## src/rtl/ps2_ascii_src.sv

```systemverilog
// PS/2 keyboard receiver: serial frame capture, scancode FIFO and
// set-2 scancode to ASCII decoder driving a one-cycle text-memory write strobe.
module ps2_ascii_src #(
  parameter int unsigned FIFO_DEPTH = 8,
  parameter int unsigned TIMEOUT    = 20000
) (
  input  logic       clk,
  input  logic       reset,
  input  logic       ps2_clk,
  input  logic       ps2_data,
  output logic [7:0] key_ascii,
  output logic       key_valid,
  output logic       overflow,
  output logic       frame_err
);

  localparam int unsigned AW = $clog2(FIFO_DEPTH);
  localparam int unsigned TW = $clog2(TIMEOUT + 1);

  localparam logic [0:0] ST_IDLE = 1'b0;
  localparam logic [0:0] ST_RECV = 1'b1;

  localparam logic [7:0] SC_BRK    = 8'hF0;
  localparam logic [7:0] SC_EXT    = 8'hE0;
  localparam logic [7:0] SC_LSHIFT = 8'h12;
  localparam logic [7:0] SC_RSHIFT = 8'h59;
  localparam logic [7:0] SC_CAPS   = 8'h58;

  // synchronizers
  logic [2:0] clk_sync_q, clk_sync_d;
  logic [2:0] data_sync_q, data_sync_d;
  logic       fall_c;
  logic       data_bit_c;

  // frame receiver
  logic [0:0]    state_q, state_d;
  logic [3:0]    bit_cnt_q, bit_cnt_d;
  logic [7:0]    data_sr_q, data_sr_d;
  logic          par_q, par_d;
  logic [TW-1:0] to_cnt_q, to_cnt_d;
  logic          push_q, push_d;
  logic [7:0]    push_byte_q, push_byte_d;
  logic          frame_err_q, frame_err_d;

  // scancode FIFO
  logic [7:0]    mem [FIFO_DEPTH];
  logic [AW:0]   wr_ptr_q, wr_ptr_d;
  logic [AW:0]   rd_ptr_q, rd_ptr_d;
  logic          overflow_q, overflow_d;
  logic          fifo_empty_c;
  logic          fifo_full_c;
  logic          wr_en_c;
  logic          pop_en;
  logic [7:0]    pop_byte_c;

  // decoder
  logic       brk_q, brk_d;
  logic       ext_q, ext_d;
  logic       shift_q, shift_d;
  logic       caps_q, caps_d;
  logic [7:0] key_ascii_q, key_ascii_d;
  logic       key_valid_q, key_valid_d;
  logic [9:0] map_c;
  logic       is_shift_c;

  assign key_ascii = key_ascii_q;
  assign key_valid = key_valid_q;
  assign overflow  = overflow_q;
  assign frame_err = frame_err_q;

  // Set-2 make code lookup: {valid, is_letter, ascii}; letters returned lowercase.
  function automatic logic [9:0] lookup(input logic [7:0] code, input logic shift);
    logic [9:0] r;
    r = '0;
    case (code)
      8'h1C: r = {2'b11, 8'h61};  // a
      8'h32: r = {2'b11, 8'h62};  // b
      8'h21: r = {2'b11, 8'h63};  // c
      8'h23: r = {2'b11, 8'h64};  // d
      8'h24: r = {2'b11, 8'h65};  // e
      8'h2B: r = {2'b11, 8'h66};  // f
      8'h34: r = {2'b11, 8'h67};  // g
      8'h33: r = {2'b11, 8'h68};  // h
      8'h43: r = {2'b11, 8'h69};  // i
      8'h3B: r = {2'b11, 8'h6A};  // j
      8'h42: r = {2'b11, 8'h6B};  // k
      8'h4B: r = {2'b11, 8'h6C};  // l
      8'h3A: r = {2'b11, 8'h6D};  // m
      8'h31: r = {2'b11, 8'h6E};  // n
      8'h44: r = {2'b11, 8'h6F};  // o
      8'h4D: r = {2'b11, 8'h70};  // p
      8'h15: r = {2'b11, 8'h71};  // q
      8'h2D: r = {2'b11, 8'h72};  // r
      8'h1B: r = {2'b11, 8'h73};  // s
      8'h2C: r = {2'b11, 8'h74};  // t
      8'h3C: r = {2'b11, 8'h75};  // u
      8'h2A: r = {2'b11, 8'h76};  // v
      8'h1D: r = {2'b11, 8'h77};  // w
      8'h22: r = {2'b11, 8'h78};  // x
      8'h35: r = {2'b11, 8'h79};  // y
      8'h1A: r = {2'b11, 8'h7A};  // z
      8'h16: r = {2'b10, shift ? 8'h21 : 8'h31};  // 1 !
      8'h1E: r = {2'b10, shift ? 8'h40 : 8'h32};  // 2 @
      8'h26: r = {2'b10, shift ? 8'h23 : 8'h33};  // 3 #
      8'h25: r = {2'b10, shift ? 8'h24 : 8'h34};  // 4 $
      8'h2E: r = {2'b10, shift ? 8'h25 : 8'h35};  // 5 %
      8'h36: r = {2'b10, shift ? 8'h5E : 8'h36};  // 6 ^
      8'h3D: r = {2'b10, shift ? 8'h26 : 8'h37};  // 7 &
      8'h3E: r = {2'b10, shift ? 8'h2A : 8'h38};  // 8 *
      8'h46: r = {2'b10, shift ? 8'h28 : 8'h39};  // 9 (
      8'h45: r = {2'b10, shift ? 8'h29 : 8'h30};  // 0 )
      8'h29: r = {2'b10, 8'h20};  // space
      8'h5A: r = {2'b10, 8'h0D};  // enter
      8'h66: r = {2'b10, 8'h08};  // backspace
      default: r = '0;
    endcase
    return r;
  endfunction

  // Falling edge seen between the two oldest clock synchronizer stages.
  always_comb begin
    clk_sync_d  = {clk_sync_q[1:0], ps2_clk};
    data_sync_d = {data_sync_q[1:0], ps2_data};
    fall_c      = clk_sync_q[2] & ~clk_sync_q[1];
    data_bit_c  = data_sync_q[1];
  end

  // Frame FSM: start, 8 data bits LSB first, odd parity, stop; inter-edge timeout.
  always_comb begin
    state_d     = state_q;
    bit_cnt_d   = bit_cnt_q;
    data_sr_d   = data_sr_q;
    par_d       = par_q;
    to_cnt_d    = to_cnt_q;
    push_d      = 1'b0;
    push_byte_d = push_byte_q;
    frame_err_d = frame_err_q;
    case (state_q)
      ST_IDLE: begin
        to_cnt_d = '0;
        if (fall_c) begin
          if (!data_bit_c) begin
            state_d   = ST_RECV;
            bit_cnt_d = 4'd1;
            par_d     = 1'b0;
            data_sr_d = '0;
          end else begin
            frame_err_d = 1'b1;
          end
        end
      end
      ST_RECV: begin
        if (fall_c) begin
          to_cnt_d = '0;
          if (bit_cnt_q <= 4'd8) begin
            data_sr_d = {data_bit_c, data_sr_q[7:1]};
            par_d     = par_q ^ data_bit_c;
            bit_cnt_d = bit_cnt_q + 4'd1;
          end else if (bit_cnt_q == 4'd9) begin
            par_d     = par_q ^ data_bit_c;
            bit_cnt_d = bit_cnt_q + 4'd1;
          end else begin
            state_d   = ST_IDLE;
            bit_cnt_d = '0;
            // par_q holds xor of data and parity bits: 1 means odd parity holds
            if (par_q && data_bit_c) begin
              push_d      = 1'b1;
              push_byte_d = data_sr_q;
            end else begin
              frame_err_d = 1'b1;
            end
          end
        end else if (to_cnt_q == TW'(TIMEOUT - 1)) begin
          state_d     = ST_IDLE;
          bit_cnt_d   = '0;
          to_cnt_d    = '0;
          frame_err_d = 1'b1;
        end else begin
          to_cnt_d = to_cnt_q + TW'(1);
        end
      end
      default: begin
        state_d   = ST_IDLE;
        bit_cnt_d = '0;
      end
    endcase
  end

  // FIFO status, pop-before-push arbitration and pointer update.
  assign pop_en = ~fifo_empty_c;

  always_comb begin
    fifo_empty_c = (wr_ptr_q == rd_ptr_q);
    fifo_full_c  = (wr_ptr_q[AW] != rd_ptr_q[AW]) &&
                   (wr_ptr_q[AW-1:0] == rd_ptr_q[AW-1:0]);
    wr_en_c      = push_q && (!fifo_full_c || pop_en);
    rd_ptr_d     = rd_ptr_q + (AW+1)'(pop_en);
    wr_ptr_d     = wr_ptr_q + (AW+1)'(wr_en_c);
    overflow_d   = overflow_q | (push_q & ~wr_en_c);
    pop_byte_c   = mem[rd_ptr_q[AW-1:0]];
  end

  // Scancode decoder: break/extended prefixes, shift and caps tracking, ASCII strobe.
  always_comb begin
    brk_d       = brk_q;
    ext_d       = ext_q;
    shift_d     = shift_q;
    caps_d      = caps_q;
    key_ascii_d = key_ascii_q;
    key_valid_d = 1'b0;
    map_c       = lookup(pop_byte_c, shift_q);
    is_shift_c  = (pop_byte_c == SC_LSHIFT) || (pop_byte_c == SC_RSHIFT);
    if (pop_en) begin
      if (pop_byte_c == SC_BRK) begin
        brk_d = 1'b1;
      end else if (pop_byte_c == SC_EXT) begin
        ext_d = 1'b1;
      end else if (brk_q) begin
        brk_d = 1'b0;
        ext_d = 1'b0;
        if (is_shift_c && !ext_q) begin
          shift_d = 1'b0;
        end
      end else begin
        ext_d = 1'b0;
        if (!ext_q) begin
          if (is_shift_c) begin
            shift_d = 1'b1;
          end else if (pop_byte_c == SC_CAPS) begin
            caps_d = ~caps_q;
          end else if (map_c[9]) begin
            key_valid_d = 1'b1;
            key_ascii_d = (map_c[8] && (shift_q ^ caps_q)) ? (map_c[7:0] - 8'h20)
                                                           : map_c[7:0];
          end
        end
      end
    end
  end

  // FIFO storage; contents need no reset since pointers define occupancy.
  always_ff @(posedge clk) begin
    if (wr_en_c) begin
      mem[wr_ptr_q[AW-1:0]] <= push_byte_q;
    end
  end

  // State registers with synchronous reset.
  always_ff @(posedge clk) begin
    if (reset) begin
      clk_sync_q  <= '0;
      data_sync_q <= '0;
      state_q     <= ST_IDLE;
      bit_cnt_q   <= '0;
      data_sr_q   <= '0;
      par_q       <= 1'b0;
      to_cnt_q    <= '0;
      push_q      <= 1'b0;
      push_byte_q <= '0;
      frame_err_q <= 1'b0;
      wr_ptr_q    <= '0;
      rd_ptr_q    <= '0;
      overflow_q  <= 1'b0;
      brk_q       <= 1'b0;
      ext_q       <= 1'b0;
      shift_q     <= 1'b0;
      caps_q      <= 1'b0;
      key_ascii_q <= '0;
      key_valid_q <= 1'b0;
    end else begin
      clk_sync_q  <= clk_sync_d;
      data_sync_q <= data_sync_d;
      state_q     <= state_d;
      bit_cnt_q   <= bit_cnt_d;
      data_sr_q   <= data_sr_d;
      par_q       <= par_d;
      to_cnt_q    <= to_cnt_d;
      push_q      <= push_d;
      push_byte_q <= push_byte_d;
      frame_err_q <= frame_err_d;
      wr_ptr_q    <= wr_ptr_d;
      rd_ptr_q    <= rd_ptr_d;
      overflow_q  <= overflow_d;
      brk_q       <= brk_d;
      ext_q       <= ext_d;
      shift_q     <= shift_d;
      caps_q      <= caps_d;
      key_ascii_q <= key_ascii_d;
      key_valid_q <= key_valid_d;
    end
  end

endmodule

```

## config.mk

```make
export PLATFORM = sky130hd
export DESIGN_NAME = ps2_ascii_src
export DESIGN_NICKNAME = d
export VERILOG_FILES = /design/src/rtl/ps2_ascii_src.sv
export SDC_FILE = /design/constraint.sdc
export NUM_CORES = 1
export LEC_CHECK = 0
export ABC_CLOCK_PERIOD_IN_PS = 3600
export BUFFER_PORTS_ARGS = -buffer_cell sky130_fd_sc_hd__buf_2
export CORE_UTILIZATION = 45
export CTS_BUF_LIST = sky130_fd_sc_hd__clkbuf_4 sky130_fd_sc_hd__clkbuf_8 sky130_fd_sc_hd__clkbuf_16
export DETAILED_ROUTE_END_ITERATION = 16
export GPL_ROUTABILITY_DRIVEN = 0
export PLACE_DENSITY = 0.58
export SETUP_SLACK_MARGIN = 0.1
export SLEW_MARGIN = 15
export SYNTH_ARGS = -nofsm -noshare
export SYNTH_HDL_FRONTEND = slang
export SYNTH_SLANG_ARGS = --single-unit
```

## constraint.sdc

```tcl
create_clock -name clk -period 3.6 [get_ports clk]
set_input_delay 0.72 -clock clk [delete_from_list [all_inputs] [get_ports clk]]
set_output_delay 0.72 -clock clk [all_outputs]
set_load 0.02 [all_outputs]
```

After elaboration in Yosys (flattened, before gate mapping). Memories as Yosys holds them, arrays and structs flattened. A register that Yosys moved wholly into a read port is not among the register bits. Index checks and enable logic that the tools add are counted.

Memory bits (writable): 64. Bits in registers: 66. Logic and storage cells: 189. Output and inout port bits: 11. Input bits: 4. Memories: 1.

Multiplexer cells: 60. Reduce and logical (&&, ||, !) cells: 22. Magnitude comparators: 1. Eq/ne operators: 62. Add/subtract/negate cells: 5. Bitwise gates (word level): 19.

Memories: mem (words 8, bits a word 8, read ports 1, clocked after memory_dff 1, write ports 1, RTL line 46) `logic [7:0] mem [FIFO_DEPTH];`.

Operators with widths (number): one-hot mux 10 bit (39 select lines) (1); == test 8 x 6 -> 1 bit, second input constant (23); == test 8 x 7 -> 1 bit, second input constant (11); == test 8 x 5 -> 1 bit, second input constant (8); two-way mux 5 bit (8); two-way mux 8 bit (5); two-way mux 15 bit (2); one-hot mux 15 bit (2 select lines) (1); two-way mux 1 bit (29); two-way mux 4 bit (6); == test 8 bit, second input constant (2); one-hot mux 8 bit (2 select lines) (1); adder 15 x 1 -> 15 bit, second input constant (1); == test 15 bit, second input constant (1); two-way mux 7 bit (2); inverter 1 bit (14); inequality test 2 bit, second input constant (6); AND reduction 6 bit (2); inequality test 3 bit, second input constant (3); adder 4 x 1 -> 4 bit (2); one-hot mux 4 bit (2 select lines) (1); AND reduction 4 bit (2); AND reduction 8 bit (1); OR reduction 8 bit (1); other kinds (24) (36).

Longest topological paths before layout.
Depth after elaboration: 8. Depth in mapped cells: 15. Depth with buffers taken out: 12.

Worst setup path before layout. No wires, ideal clock.

Kind: register to register. Start: register rd_ptr_q[0]. End: register key_ascii_q[6] (netlist: key_ascii[6]). Required time: 3.468 ns. Stages on the path, launching flop included: 13. Slack: 0.508 ns. Arrival: 2.961 ns. Path buffers: 3. Cells stage by stage: dfxtp_1 > buf_6 > buf_8 > mux4_2 > mux2_4 > nor4_4 > nand2_2 > o32ai_2 > and4b_1 > a211o_1 > buf_4 > a211oi_1 > nor3_1.

Cells in the longest elaborated chain, start to end: 3.

RTL lines: from (decl) (RTL line 48) `logic [AW:0] rd_ptr_q, rd_ptr_d;`; from (signal assigned) (RTL line 282) `rd_ptr_q <= rd_ptr_d;`; == test 4 bit (RTL line 193) `fifo_empty_c = (wr_ptr_q == rd_ptr_q);`; inverter 1 bit (no source line); AND reduction 8 bit (no source line); to (signal assigned) (RTL line 288) `key_ascii_q <= key_ascii_d;`; to (decl) (RTL line 61) `logic [7:0] key_ascii_q, key_ascii_d;`.

Every way passes these cells. A chain may end at the register's enable or synchronous reset.

Worst setup path after layout.
Start: register rd_ptr_q[0]. End: register key_ascii_q[7] (netlist: key_ascii[7]).

Same word-level chain as after synthesis.

==> flow_metrics.env <==
export IMPL_final_period_utilization=0.955
export IMPL_synthDominantCellAreaShare=0.318
export IMPL_clock_path_buffers=2
export IMPL_synthCells=543
export IMPL_routed_wire_length_per_instance_um=16.9
export IMPL_rows=41
export IMPL_timing_critical_path_fanout_max=8
export IMPL_fin_nets=601
export IMPL_finClkSkew_ps=13.3
export IMPL_dieWidth_um=118
export IMPL_insertedDiodeCount=0
export IMPL_via_count=4381
export IMPL_grt_antenna_before_repair=0
export IMPL_drive_gt1_frac=0.220
export IMPL_synth_cell_area_mm2=0.00605
export IMPL_grt_overflow=0
export IMPL_global_route_usage_over_all_layers=0.193
export IMPL_maxClockFrequency_ghz=0.291
export IMPL_crit_path_end_kind="flip-flop"
export IMPL_number_of_global_route_vias_before_repair=4138
export IMPL_hold_viol_final=0
export IMPL_ys_warnings_count=0
export IMPL_holdCritPathClass="flip-flop to flip-flop"
export IMPL_worst_hold_path_num_cells=1
export IMPL_setup_tns_final_ps=0
export IMPL_port_buffer_count=14
export IMPL_worstRegToRegCells=11
export IMPL_post_cts_hold_buffer_count=0
export IMPL_finish_instance_area_mm2=0.00717
export IMPL_core_area_mm2=0.0129
export IMPL_worstSkewPairLatency_ps=410
export IMPL_async_reset_ff_frac=0
export IMPL_die_height_um=118
export IMPL_largest_net_degree_at_the_start_of_global_routing=29
export IMPL_ys_ff_latch=130
export IMPL_htreeDepth=4
export IMPL_dpl_instance_area_mm2=0.00639
export IMPL_vdd_ir_drop_max_mv=0.284
export IMPL_cell_leakage_power_nw=2.51
export IMPL_via_per_inst=5.67
export IMPL_drtAntennaViolNets=0
export IMPL_synth_edff_count=64
export IMPL_timing_slew_headroom=0.367
export IMPL_synth_sequential_area_ratio=0.536
export IMPL_status="finished clean"
export IMPL_cts_made_buffers=17
export IMPL_worstPathRequired_ps=3940
export IMPL_final_min_clock_period_ps=3440
export IMPL_worst_pin_slew_ps=946
export IMPL_area_growth_synth_to_final_pct=18.6
export IMPL_yosys_most_used_dff="dfxtp_1"
export IMPL_total_wirelength_of_the_detailed_routed_design_um=13000
export IMPL_worst_setup_hold_path_clk_slew_ps=60
export IMPL_firstDrtPassIters=5
export IMPL_synthesized_area_per_cell_um2=11.1
export IMPL_rsz0062_at_grt="true"
export IMPL_worst_ep_arrival_time_ps=3770
export IMPL_place_detailed_hpwl_um=8610
export IMPL_net_count_synth=557
export IMPL_power_per_cell_area_mw_per_mm2=533
export IMPL_start_util=0.470
export IMPL_io_pin_count=15
export IMPL_count_of_cell_types_in_the_netlist=64
export IMPL_tritoncts_num_sinks=130
export IMPL_worstSetupStartpointType="flip-flop"
export IMPL_layout_filler_cells=1078
export IMPL_clk_root_buffer_cell="clkbuf_16"
export IMPL_criticalPathCategory="flip-flop to flip-flop"
export IMPL_drc=0
export IMPL_report_final_setup_viol=0
export IMPL_report_final_slew_viol_count=0
export IMPL_first_pass_grt_wire_length_um=20800
export IMPL_drv_cap=0
export IMPL_die_area_mm2=0.0139
export IMPL_synth_area_top_cells="edfxtp_1 (32%), dfxtp_1 (22%), mux4_2 (5.2%)"
export IMPL_drt_first_iter_violations=476
export IMPL_cts_tree="yes"
export IMPL_synth_largest_area_cell="edfxtp_1"
[placed cells by master (no fill, tap or decap), types with 14 or more instances in the layout]
cell / netlist / routed
dfxtp_1: 66 / 65
edfxtp_1: 64 / 64
buf_4: 1 / 37
nor3_1: 16 / 15
o21ai_0: 15 / 14
nor2_1: 68 / 68
a21oi_1: 29 / 29
nand2_1: 45 / 44
buf_2: 9 / 14
clkbuf_16: 0 / 18
nand3_1: 28 / 28
mux4_2: 14 / 15
[area by class of cell]
class	instances	area, um2	area share
inverter	8	30.0	0.00419
clock inverter	13	138	0.0192
tap	172	215	0.0300
timing repair buffer	54	404	0.0564
sequential	130	3250	0.453
multi-input combinational	376	2690	0.375
clock buffer	19	447	0.0623
[cell families (layout without fill, tap and decap cells)]
group                    after synthesis  count (layout)  share of synthesized area
AND/OR/NAND/NOR                      211             211                      0.168
flip-flops                           130             130                      0.536
AO/OA/AOI/OAI                         89              89                     0.0975
multiplexers                          42              42                      0.113
buffers and inverters                 37              94                     0.0298
XOR/XNOR                              24              24                     0.0348
adder cells (fa/ha/maj)               10              10                     0.0207
[metrics by stage]
stage | utilization | total power, mW | setup slack [ps] | std cells | hold slack, ps
2_1_floorplan | - | 1.99 | 508 | 543 | 414
3_3_place_gp | 0.496 | 2.11 | 146 | 726 | 426
3_5_place_dp | 0.496 | 2.12 | 40.5 | 726 | 432
4_1_cts | 0.542 | 3.79 | 136 | 758 | 446
5_1_grt | 0.557 | 3.97 | 58.0 | 772 | 459
6_report | 0.557 | 3.82 | 162 | 772 | 441
[routing by layer]
layer	global-route usage	routed length (um)
met5	0	0
met4	0.124	502
met3	0.0470	523
met2	0.315	6400
met1	0.228	5610
[power by group]
part	total (mW)	switching [mW]	leakage, nW	internal, mW
Combinational	0.597	0.336	1.11	0.262
Clock	1.65	0.614	0.272	1.04
Sequential	1.57	0.0170	1.13	1.55
[worst paths after layout]
check / start / end / slack, ps
setup / recovery: rd_ptr_q[0] / key_ascii[7] / 160
hold / removal: data_sync_q[0] / data_sync_q[1] / 440
setup reg to reg: rd_ptr_q[0] / key_ascii[7] / 160
hold reg to reg: data_sync_q[0] / data_sync_q[1] / 440
[synthesized netlist by cell type, drive strengths merged, types with 5 or more instances]
cell	count
nor2	69
nand2	46
mux2	8
nand2b	5
nor2b	13
clkbuf	15
buf	14
dfxtp	66
ha	10
mux4	16
xor2	11
nor4	6
a21oi	29
nand3	28
xnor2	13
inv	8
nor3	17
nand4	12
mux2i	18
o22ai	5
and3	5
o21ai	15
edfxtp	64
[state kept, by name, indices dropped and copies added (netlist names), 2 cells and up]
name,cells
key_ascii,8
data_sync_q,2
push_byte_q,8
rd_ptr_q,4
mem,64
wr_ptr_q,4
data_sr_q,8
to_cnt_q,15
clk_sync_q,3
bit_cnt_q,4
[worst max-delay path: stages, from the launching register on]
cell     delay (ps)
dfxtp_4         400
buf_12          150
mux4_2          550
mux2_4          340
nor4_4          340
nand2_2         120
o32ai_4         180
and4b_1         260
a211o_4         370
buf_4           160
or3_1           350
a21oi_1         140
[timing repair]
item | in CTS | in global routing
endpoints found under the setup margin | 5 | 7
buffers inserted | 0 | 13
cloned | 0 | 1
gates resized for setup | 2 | 18
pin swaps | 0 | 8
No activity file was read; power rests on OpenSTA's default activity.
